### config.mk
export PLATFORM = sky130hd
export DESIGN_NAME = uart_tx
export DESIGN_NICKNAME = d
export VERILOG_FILES = /design/src/rtl/uart_tx.sv
export SDC_FILE = /design/constraint.sdc
export NUM_CORES = 1
export LEC_CHECK = 0
export ABC_AREA = 1
export CAP_MARGIN = 15
export CORE_MARGIN = 1
export CORE_UTILIZATION = 60
export CTS_CLUSTER_DIAMETER = 30
export DETAILED_ROUTE_END_ITERATION = 8
export GPL_ROUTABILITY_DRIVEN = 0
export PLACE_DENSITY = 0.82
export SYNTH_ARGS = -nofsm -noshare
export SYNTH_HDL_FRONTEND = slang
export SYNTH_SLANG_ARGS = --single-unit
### constraint.sdc
create_clock -name clk100 -period 2.6 [get_ports clk100]
set_input_delay 0.52 -clock clk100 [delete_from_list [all_inputs] [get_ports clk100]]
set_output_delay 0.52 -clock clk100 [all_outputs]
set_load 0.05 [all_outputs]
### src/rtl/uart_tx.sv
`default_nettype none
// ============================================================================
//  Module      : uart_tx
//  Description : 8N1 UART transmitter with a small valid/ready input FIFO.
//                Bytes are sent LSB first with one start and one stop bit;
//                consecutive queued bytes are sent back to back.
//  Revision    : 1.0  initial release
// ============================================================================
module uart_tx #(
    parameter int BAUD_DIVISOR = 868,
    parameter int FIFO_AW      = 2
) (
    input  logic               clk100,
    input  logic               rst,
    input  logic [7:0]         tx_data,
    input  logic               tx_valid,
    output logic               tx_ready,
    output logic               tx,
    output logic               busy,
    output logic [FIFO_AW:0]   fifo_level
);

    localparam int                 DEPTH    = 1 << FIFO_AW;
    localparam logic [9:0]         C_RELOAD = 10'(BAUD_DIVISOR - 1);
    localparam logic [FIFO_AW:0]   C_DEPTH  = (FIFO_AW + 1)'(DEPTH);

    typedef enum logic [1:0] {
        S_IDLE  = 2'd0,
        S_START = 2'd1,
        S_DATA  = 2'd2,
        S_STOP  = 2'd3
    } state_t;

    state_t               state_q;
    logic [9:0]           timer_q;
    logic [2:0]           bitcnt_q;
    logic [7:0]           shift_q;
    logic                 tx_q;

    logic [7:0]           mem_q [DEPTH];
    logic [FIFO_AW-1:0]   wr_ptr_q;
    logic [FIFO_AW-1:0]   rd_ptr_q;
    logic [FIFO_AW:0]     level_q;
    logic [FIFO_AW:0]     level_d;

    logic                 push;
    logic                 pop;
    logic                 bit_end;

    // Ready depends only on the registered level, never on tx_valid.
    assign tx_ready = (level_q != C_DEPTH);
    assign push     = tx_valid && tx_ready;
    assign bit_end  = (timer_q == 10'd0);

    // A new frame is loaded from IDLE, or straight out of STOP so frames abut.
    assign pop = (level_q != '0) &&
                 ((state_q == S_IDLE) || ((state_q == S_STOP) && bit_end));

    assign tx         = tx_q;
    assign busy       = (state_q != S_IDLE) || (level_q != '0);
    assign fifo_level = level_q;

    // Occupancy count: simultaneous push and pop leaves it unchanged.
    always_comb begin
        level_d = level_q;
        case ({push, pop})
            2'b10:   level_d = level_q + 1'b1;
            2'b01:   level_d = level_q - 1'b1;
            default: level_d = level_q;
        endcase
    end

    // FIFO storage; contents need no reset because the pointers are flushed.
    always_ff @(posedge clk100) begin
        if (push) begin
            mem_q[wr_ptr_q] <= tx_data;
        end
    end

    // FIFO pointers and level; reset flushes any queued bytes.
    always_ff @(posedge clk100) begin
        if (rst) begin
            wr_ptr_q <= '0;
            rd_ptr_q <= '0;
            level_q  <= '0;
        end else begin
            if (push) begin
                wr_ptr_q <= wr_ptr_q + 1'b1;
            end
            if (pop) begin
                rd_ptr_q <= rd_ptr_q + 1'b1;
            end
            level_q <= level_d;
        end
    end

    // Serialiser FSM: bit timer, bit counter, shift register and line driver.
    always_ff @(posedge clk100) begin
        if (rst) begin
            state_q  <= S_IDLE;
            timer_q  <= 10'd0;
            bitcnt_q <= 3'd0;
            shift_q  <= 8'd0;
            tx_q     <= 1'b1;
        end else begin
            if (!bit_end) begin
                timer_q <= timer_q - 10'd1;
            end
            case (state_q)
                S_IDLE: begin
                    tx_q <= 1'b1;
                    if (pop) begin
                        shift_q <= mem_q[rd_ptr_q];
                        tx_q    <= 1'b0;
                        timer_q <= C_RELOAD;
                        state_q <= S_START;
                    end
                end
                S_START: begin
                    if (bit_end) begin
                        tx_q     <= shift_q[0];
                        shift_q  <= {1'b0, shift_q[7:1]};
                        bitcnt_q <= 3'd0;
                        timer_q  <= C_RELOAD;
                        state_q  <= S_DATA;
                    end
                end
                S_DATA: begin
                    if (bit_end) begin
                        timer_q <= C_RELOAD;
                        if (bitcnt_q != 3'd7) begin
                            tx_q     <= shift_q[0];
                            shift_q  <= {1'b0, shift_q[7:1]};
                            bitcnt_q <= bitcnt_q + 3'd1;
                        end else begin
                            tx_q    <= 1'b1;
                            state_q <= S_STOP;
                        end
                    end
                end
                S_STOP: begin
                    if (bit_end) begin
                        if (pop) begin
                            shift_q <= mem_q[rd_ptr_q];
                            tx_q    <= 1'b0;
                            timer_q <= C_RELOAD;
                            state_q <= S_START;
                        end else begin
                            tx_q    <= 1'b1;
                            state_q <= S_IDLE;
                        end
                    end
                end
                default: begin
                    tx_q    <= 1'b1;
                    state_q <= S_IDLE;
                end
            endcase
        end
    end

endmodule
`default_nettype wire

# Word level (Yosys, flattened, before mapping)
# Memories as Yosys holds them, arrays and structs flattened. A register that Yosys moved wholly into a read port is not among the register bits.
# Cells that the tools add are included.
dict set report totals {
  ff_bits 31
  latchBits 0
  ramBits 32
  mem_bits_ro 0
  inputBits 11
  output_inout_bits 6
  word_cells 77
  memories 1
}
# name depth width read_ports rd_ports_with_merged_regs wr line_no
set mem_list {}
lappend mem_list {mem_q 4 8 1 1 1 40} ;# logic [7:0] mem_q [DEPTH];
dict set report op_classes {
  addsub 6
  n_mul 0
  div 0
  order_cmp 0
  eq_ne 13
  shifts 0
  muxes 33
  n_bitwise 0
  n_reduce_logical 16
}
# cell n
set ops {}
lappend ops {{two-way mux 10 bit} 4}
lappend ops {{two-way mux 8 bit} 5}
lappend ops {{one-hot mux 8 bit (4 select lines)} 1}
lappend ops {{one-hot mux 10 bit (3 select lines)} 1}
lappend ops {{two-way mux 2 bit} 7}
lappend ops {{inequality test 2 bit (second input constant)} 6}
lappend ops {{one-hot mux 3 bit (2 select lines)} 2}
lappend ops {{logical NOT 10 bit} 1}
lappend ops {{subtractor 10 x 1 -> 10 bit (second input constant)} 1}
lappend ops {{two-way mux 3 bit} 3}
lappend ops {{two-way mux 1 bit} 8}
lappend ops {{one-hot mux 2 bit (4 select lines)} 1}
lappend ops {{AND reduction 4 bit} 2}
lappend ops {{adder 3 x 1 -> 3 bit (second input constant)} 2}
lappend ops {{equality test 2 bit (second input constant)} 3}
lappend ops {{inequality test 3 bit (second input constant)} 2}
lappend ops {{nonzero test 2 bit} 3}
lappend ops {{AND reduction 5 bit} 1}
lappend ops {{adder 2 x 1 -> 2 bit (second input constant)} 2}
lappend ops {{equality test 2 x 1 -> 1 bit (second input constant)} 2}
lappend ops {{one-hot mux 1 bit (4 select lines)} 1}
lappend ops {{logical AND 1 bit} 3}
lappend ops {{AND reduction 3 bit} 1}
lappend ops {{nonzero test 3 bit} 1}
lappend ops {{other kinds (4)} 5}

# Depth between registers and ports, before layout
# Gate-level depths: netlist (run 1).
dict set report depth {
  depth_word 7
  depth_mapped 15
  mapped_depth_nobuf 15
}

# Least setup slack after synthesis (run 1)
# OpenSTA, ideal clock, no wires.
dict set report synth_path {
  kind {reg2reg}
  start {reg level_q[2], in the netlist fifo_level[2]}
  end {reg level_q[2], in the netlist fifo_level[2]}
  setup_ns 0.122
  arrival_time_ns 2.549
  required_time_ns 2.478
  slack_ns -0.071
  path_stages_with_launch 10
  path_buffers 0
  period_less_slack_ns 2.671
  cell_sequence {dfxtp_1 nand3_1 nand2_1 ha_1 inv_1 fa_1 a21oi_1 o21ai_0 o21ai_0 a21oi_1}
}
dict set report synth_between {
  elab_chain_cells 4
  elab_cells_between_ends 10
  classes_between {2 x add/sub; 3 x eq/ne; 1 x mux; 4 x reduce/logical}
}
# item line_no
set synth_rtl {}
lappend synth_rtl {{start: declaration} 43} ;# logic [FIFO_AW:0] level_q;
lappend synth_rtl {{start signal: assignment} 93} ;# level_q <= level_d;
lappend synth_rtl {{inequality test 3 bit (*)} 51} ;# assign tx_ready = (level_q != C_DEPTH);
lappend synth_rtl {{net tx_ready} 17} ;# output logic tx_ready,
lappend synth_rtl {{logical AND 1 bit (*)} 52} ;# assign push = tx_valid && tx_ready;
lappend synth_rtl {{equality test 2 x 1 -> 1 bit or equality test 2 bit (tied branches)} 66} ;# case ({push, pop})
lappend synth_rtl {{one-hot mux 3 bit (2 select lines) or nonzero test 2 bit (tied branches)} n/a}
# Mark *: on every way through the listed nets, which the timed path passes. The rest lies on a longest branch.
# A chain may end at the register's enable or synchronous reset.

# Worst setup path after layout (run 1)
dict set report layout_path {
  start {reg timer_q[0]}
  end {reg level_q[2], in the netlist fifo_level[2]}
}
dict set report layout_between {
  elab_chain_cells 6
  elab_cells_between_ends 8
  classes_between {2 x eq/ne; 1 x mux; 5 x reduce/logical}
}
# item line_no
set layout_rtl {}
lappend layout_rtl {{start: declaration} 35} ;# logic [9:0] timer_q;
lappend layout_rtl {{start signal: assignment} 107} ;# timer_q <= timer_q - 10'd1;
lappend layout_rtl {{logical NOT 10 bit (*)} 53} ;# assign bit_end = (timer_q == 10'd0);
lappend layout_rtl {{logical AND 1 bit (*)} 57} ;# ((state_q == S_IDLE) || ((state_q == S_STOP) && bit_end));
lappend layout_rtl {{logical OR 1 bit (*)} 57}
lappend layout_rtl {{logical AND 1 bit (*)} 56} ;# assign pop = (level_q != '0) &&
lappend layout_rtl {{net pop} 47} ;# logic pop;
lappend layout_rtl {{equality test 2 x 1 -> 1 bit or equality test 2 bit (tied branches)} 66}
lappend layout_rtl {{one-hot mux 3 bit (2 select lines) or nonzero test 2 bit (tied branches)} n/a}
# Marks and branches as above.

==> metrics.md, run 1 <==
| Metric | Value |
|---|---|
| Die Y | `76.0 µm` |
| Final slew viol count | `0` |
| CTS clock-pin slew for the worst setup and hold paths | `70 ps` |
| Synth cell types | `38` |
| Main combinational cell family by area after synthesis | `simple AND/OR/NAND/NOR gates` |
| Most frequent cells in the layout | `nand2_1 (54), nor2_1 (49), inv_1 (36)` |
| Startpoint Class | `flop` |
| Mapped Area | `3290 µm²` |
| Worst slack, placed | `224 ps` |
| Initial antenna violation count | `0` |
| CP required | `2840 ps` |
| Worst-Skew Late Latency | `about 350 ps` |
| Crit Path Class | `flop to flop` |
| RSZ-0062 raised after global routing | `false` |
| # port buffers | `16` |
| P&R area growth vs syn | `11.7%` |
| Tcrit/Tclk final | `92.2%` |
| ANT cells | `0` |
| Worst-path cell chain | `inv_1 > ha_1 > nand3_1 > nor2_4 > nand3_2 > nand2_2 > nand2_4 > inv_2 > ha_1 > inv_1 > fa_1 > a21oi_1 > o21ai_1 > o21ai_1 > a21oi_1` |
| DR WL/cell | `14.1 µm` |
| HP Class | `flop to flop` |
| Adder-cell area share of the yosys netlist | `roughly 6.3%` |
| Initial core utilization | `63.2%` |
| Reg2Reg Depth | `15` |
| Lkg Pwr | `1.55 nW` |
| Overall routing resource usage | `25.0%` |
| Via count | `2533` |
| HPWL Detailed | `4590 µm` |
| Post-synthesis simple-gate area fraction | `20.6%` |
| CP Max Fanout | `4` |
| Post-synthesis mux area share | `2.13%` |
| Worst path slowest cell | `fa_1` |
| DRC errors left | `0` |
| Layout cell share with drive strength beyond 1 | `roughly 11%` |
| Minimum clock period | `2400 ps` |
| Setup TNS | `0 ps` |
| VDD IR max | `833 µV` |
| Clk_skew | `between 7 and 8 ps` |
| Hold path startpoint | `bitcnt_q[2]$_SDFFE_PP0P_` |
| Final core occ | `just over 70%` |
| Post-CTS setup buffers | `0` |
| Flop2flop setup slack | `between 200 and 250 ps` |
| Hold Fails Final Rpt | `0` |
| Ys Warns | `0` |
| Worst r2r src | `timer_q[0]$_SDFF_PP0_` |
| Worst r2r dst | `fifo_level[2]$_SDFFE_PP0P_` |
| Pre-antenna DRT Iters | `4` |
| Clock Path Buffers | `2` |
| Synth Area in Compound Gates | `13.1%` |
| Core footprint | `~5200 µm²` |
| Die width | `76.0 µm` |
| Pwr per Cell Area | `1270 nW/µm²` |
| Final setup fails | `0` |
| Post-Route WL | `6550 µm` |
| Status | `complete, no violations` |
| Mapped Cells | `between 300 and 400` |
| First-pass GRT wire length | `approximately 11000 µm` |
| Slowest stage delay, CP | `380 ps` |
| Root Buffer | `clkbuf_8` |
| Gr ovfl total | `0` |
| Initial DRC count | `between 150 and 200` |
| Rel. slew slack | `56.0%` |
| Worst Tran Pin Value | `659 ps` |
| IO Pins | `17` |
| Drt via density | `5.47` |
| CTS tree | `yes` |
| Final #Nets | `around 420` |
| CP arrival | `2630 ps` |
| CTS sink cnt | `65` |
| H-tree depth | `3` |
| Number of global-route vias before repair | `approximately 2500` |
| Die ar. | `5780 µm²` |
| Hold EP | `bitcnt_q[2]$_SDFFE_PP0P_` |
| Largest net degree at the start of global routing | `23` |
| Worst Hold Depth | `2` |
| Seq/Total Area, Yosys | `49.3%` |
| FF+latch count, synth | `between 60 and 70` |
| Final ANT Viol Nets | `0` |
| Post-Synth XOR/XNOR Area | `1.07%` |
| TritonCTS Buffers | `9` |
| Max-Cap Viols | `0` |
| Setup ws final | `202 ps` |
| Fmax | `0.417 GHz` |
| CP endpoint kind | `flop` |
| # rows | `26` |
| Mapped Nets | `392` |
| Commonest non-fill, non-tap cell in the layout | `nand2_1` |
| Syn avg cell area | `between 9 and 10 µm²` |
worst max-delay path, delay by kind of cell (launching register included):
family | cells | cell delay, ps
adders and majority gates | 3 | 730
buffers and inverters | 3 | 240
DFF | 1 | 320
AOI/OAI and AO/OA | 4 | 470
and+or+nand+nor | 5 | 520
cell families (layout without fill, tap and decap cells):
family | Yosys count | in the layout
AOI/OAI and AO/OA | 75 | 75
xor gates and xnor gates | 4 | 4
adders and majority gates | 16 | 16
buffers and inverters | 50 | 78
DFF | 65 | 65
muxes | 7 | 7
and+or+nand+nor | 148 | 148
routing by layer:
metal	track usage, %	wire [µm]	up-vias
met1	30.3	2980	1184
li1	-	-	1276
met5	0	0	-
met3	5.75	266	11
met2	43.0	3200	62
met4	10.2	112	0
worst max-delay path by stage:
stage                                from                          to
2_1_floorplan  fifo_level[2]$_SDFFE_PP0P_  fifo_level[2]$_SDFFE_PP0P_
3_3_place_gp        timer_q[0]$_SDFF_PP0_  fifo_level[2]$_SDFFE_PP0P_
3_5_place_dp        timer_q[0]$_SDFF_PP0_  fifo_level[2]$_SDFFE_PP0P_
4_1_cts           state_q[0]$_SDFFE_PP0P_                        busy
5_1_grt             timer_q[0]$_SDFF_PP0_  fifo_level[2]$_SDFFE_PP0P_
6_report            timer_q[0]$_SDFF_PP0_  fifo_level[2]$_SDFFE_PP0P_
cell type report:
cell class                      count  area [µm²]
Clock buffer                        9         124
Tap cell                           70        87.6
Clock inverter                      6        45.0
Multi-Input combinational cell    250        1430
Fill cell                         409        1530
Timing Repair Buffer               24         223
Sequential cell                    65        1620
Inverter                           39         146
what timing repair did:
action,CTS,global route
endpoints found under the setup margin,0,2
gates resized for setup,0,3
hold buffers,0,0
synth_stat cells:
cell type  count  share of area, %
buf_2          2              0.30
nand2_2        3              0.57
nor2_4         2              0.68
a211oi_1       3              0.68
a21oi_4        2              0.99
nor3_2         1              0.30
nand3_2        3              0.91
nand2_4        1              0.34
nor3_1         2              0.30
nand3b_1       1              0.23
o21bai_2       1              0.34
nand3_1       26               4.0
clkbuf_1       2              0.23
o22ai_1        8               1.5
nand4_1        3              0.57
o211ai_1       1              0.23
o21ai_2        1              0.27
a21oi_1       28               4.3
xor2_1         4               1.1
buf_4          1              0.23
inv_2          3              0.34
nand2_1       54               6.2
a21oi_2        1              0.27
nor2_1        49               5.6
dfxtp_1       33                20
nor2_2         1              0.19
buf_6          4               1.4
mux2i_1        7               2.1
and3_1         1              0.19
clkbuf_8       1              0.42
fa_1           1              0.61
ha_1          15               5.7
edfxtp_1      32                29
inv_1         36               4.1
o21ai_1        2              0.30
o21ai_0       28               4.3
nand2_8        1              0.61
buf_8          1              0.46
flip-flops by register name, indices dropped and copies added, names as in the netlist, named ones only:
| name | cells |
|---|---|
| bitcnt_q | 3 |
| mem_q | 32 |
| tx | 1 |
| fifo_level | 3 |
| timer_q | 10 |
| state_q | 2 |
| shift_q | 8 |
| wr_ptr_q | 2 |
| rd_ptr_q | 2 |
stage by stage:
| step | cell area [µm²] | power, mW | hold slack (ps) | std cells |
|---|---|---|---|---|
| 2_1_floorplan | 3290 | 3.49 | 434 | 365 |
| 3_3_place_gp | 3500 | 3.82 | 445 | 448 |
| 3_5_place_dp | 3500 | 3.91 | 454 | 448 |
| 4_1_cts | 3670 | 4.67 | 468 | 463 |
| 5_1_grt | 3670 | 5.07 | 507 | 463 |
| 6_report | 3670 | 4.68 | 469 | 463 |
power breakdown:
part           internal [mW]  leakage (nW)  switching [mW]
Combinational          0.865         0.896            1.59
Clock                  0.345        0.0894           0.417
Sequential              1.31         0.566           0.158
Total                   2.52          1.55            2.16
(Power assumes the default switching activity.)
==> run 2, diff against run 1 <==
- TNS_END_PERCENT: unset -> 10
==> results of run 2 <==
The final DEF is identical to that of run 1; final timing and power are the same.
==> run 3, diff against run 2 <==
- CELL_PAD_IN_SITES_DETAIL_PLACEMENT: unset -> 0
- CELL_PAD_IN_SITES_GLOBAL_PLACEMENT: unset -> 1
- CORE_UTILIZATION: 60 -> 46
- CTS_CLUSTER_SIZE: unset -> 12
- PLACE_DENSITY: 0.82 -> 0.81
==> run 3 against run 2 <==
Against the previous run: critical path depth unchanged; largest power group unchanged; wire length decreased by 1.8%; flip-flop and latch count unchanged; largest cell class unchanged; combinational power about the same; utilization decreased by 16 points; setup slack improved by 61 ps; global-route usage decreased by 5.7 points; count of clock-buffer cells in the layout unchanged; die area increased by 30%.
==> metrics.md, run 3 (synthesized netlist as in run 1, its figures left out) <==
| Metric | Value |
|---|---|
| Rel. slew slack | `approximately 56%` |
| Number of global-route vias before repair | `between 2000 and 2500` |
| DR WL/cell | `around 13 µm` |
| CTS tree | `yes` |
| CP arrival | `2580 ps` |
| Max FFs per register | `32` |
| CTS clock-pin slew for the worst setup and hold paths | `around 80 ps` |
| Pre-antenna DRT Iters | `4` |
| Lkg Pwr | `1.58 nW` |
| Worst r2r src | `timer_q[0]$_SDFF_PP0_` |
| DRC errors left | `0` |
| Startpoint Class | `flop` |
| Clk_skew | `slightly below 9 ps` |
| CTS sink cnt | `65` |
| Post-Route WL | `6430 µm` |
| IO Pins | `17` |
| P&R area growth vs syn | `14.3%` |
| Die Y | `between 80 and 90 µm` |
| Initial antenna violation count | `0` |
| Via count | `2481` |
| Crit Path Class | `flop to flop` |
| Fillcell total | `624` |
| Fmax | `around 0.43 GHz` |
| Hold Fails Final Rpt | `0` |
| Worst Tran Pin Value | `roughly 660 ps` |
| First-pass GRT wire length | `roughly 11000 µm` |
| TritonCTS Buffers | `9` |
| Multi-input gate area | `1430 µm²` |
| Die width | `between 80 and 90 µm` |
| # rows | `30` |
| Initial DRC count | `161` |
| RSZ-0062 raised after global routing | `false` |
| Die ar. | `7490 µm²` |
| Final ANT Viol Nets | `0` |
| Commonest non-fill, non-tap cell in the layout | `nand2_1` |
| Core footprint | `about 7000 µm²` |
| Most frequent cells in the layout | `nand2_1 (54), nor2_1 (49), inv_1 (36)` |
| HP Class | `flop to flop` |
| Most flops, register | `mem_q` |
| Worst-Skew Late Latency | `340 ps` |
| HPWL Detailed | `around 4500 µm` |
| Largest regs | `mem_q x32, timer_q x10, shift_q x8` |
| Pwr per Cell Area | `1280 nW/µm²` |
| Design Power | `about 4.8 mW` |
| Tcrit/Tclk final | `89.9%` |
| CP required | `2840 ps` |
| Final #Nets | `around 420` |
| H-tree depth | `3` |
| Overall routing resource usage | `19.3%` |
| Largest net degree at the start of global routing | `22` |
| Final setup fails | `0` |
| Flop2flop setup slack | `260 ps` |
| ANT cells | `0` |
| VDD IR max | `~690 µV` |
| Crit path launch | `timer_q[0]$_SDFF_PP0_` |
| Layout cell share with drive strength beyond 1 | `11.9%` |
| Drt via density | `5.04` |
| Clock Path Buffers | `2` |
| CP endpoint kind | `flop` |
| Hold path startpoint | `bitcnt_q[2]$_SDFFE_PP0P_` |
| CP Max Fanout | `4` |
| FF+latch area | `~1600 µm²` |
| Max-Cap Viols | `0` |
| Root Buffer | `clkbuf_8` |
| Post-CTS setup buffers | `0` |
| Minimum clock period | `2340 ps` |
| Setup TNS | `0 ps` |
| Final slew viol count | `0` |
| Gr ovfl total | `0` |
| Status | `complete, no violations` |
| # port buffers | `16` |
| Initial core utilization | `47.9%` |
[run 3: changes by cell type in the layout (fill, tap and decap cells not counted), sizes merged]
cell | before | now
clkinvlp | 0 | 1
buf | 8 | 10
clkinv | 5 | 0
bufinv | 0 | 1
inv | 40 | 44
[run 3: layout make-up]
cell class | instances | share of cell area (%)
clock inverter | 7 | 2.23
inverter | 39 | 3.89
sequential | 65 | 43.1
timing repair buffer | 26 | 6.32
tap | 96 | 3.19
multi-input combinational | 250 | 38.0
clock buffer | 9 | 3.29
[run 3: power by group]
part	internal [mW]	switching (mW)
Clock	0.463	0.446
Combinational	0.872	1.58
Sequential	1.31	0.133
Total	2.64	2.16
[run 3: worst max-delay path, cell delays in order (launching register included)]
cell and delay, ps:
dfxtp_1 320, inv_1 90, ha_1 190, nand3_1 130, nor2_4 160, nand3_2 90
nand2_2 90, nand2_4 50, inv_2 80, ha_1 140, inv_1 60, fa_1 370
a21oi_1 140, o21ai_0 100, o21ai_0 160, a21oi_1 50
[run 3: per-stage QoR]
stage | setup WS, ps | utilization, % | cells | hold WS (ps) | area, µm²
floorplan | 169 | - | 365 | 434 | 3290
global placement | 325 | 51.7 | 476 | 445 | 3550
detailed placement | 291 | 51.7 | 476 | 452 | 3550
finish | 263 | 54.8 | 492 | 467 | 3760
global route | 3.22 | 54.8 | 492 | 497 | 3760
CTS | 53.4 | 54.7 | 492 | 467 | 3760
[run 3: worst paths after layout]
path | endpoint | cells past startpoint
setup / recovery | fifo_level[2]$_SDFFE_PP0P_ | 15
setup reg to reg | fifo_level[2]$_SDFFE_PP0P_ | 15
hold reg to reg | bitcnt_q[2]$_SDFFE_PP0P_ | 2
hold / removal | bitcnt_q[2]$_SDFFE_PP0P_ | 2
[run 3: what timing repair did]
| action | CTS | global route |
|---|---|---|
| resized for setup | 0 | 1 |
| hold buffers | 0 | 0 |
| setup endpoints to repair | 0 | 1 |
[run 3: layer usage]
metal  up-vias  wire length, µm  global-route usage (%)
li1       1287                -                       -
met1      1140             3120                    25.2
met2        40             3010                    30.8
met3        14              185                    4.10
met4         0              122                    8.64
met5         -                0                       0
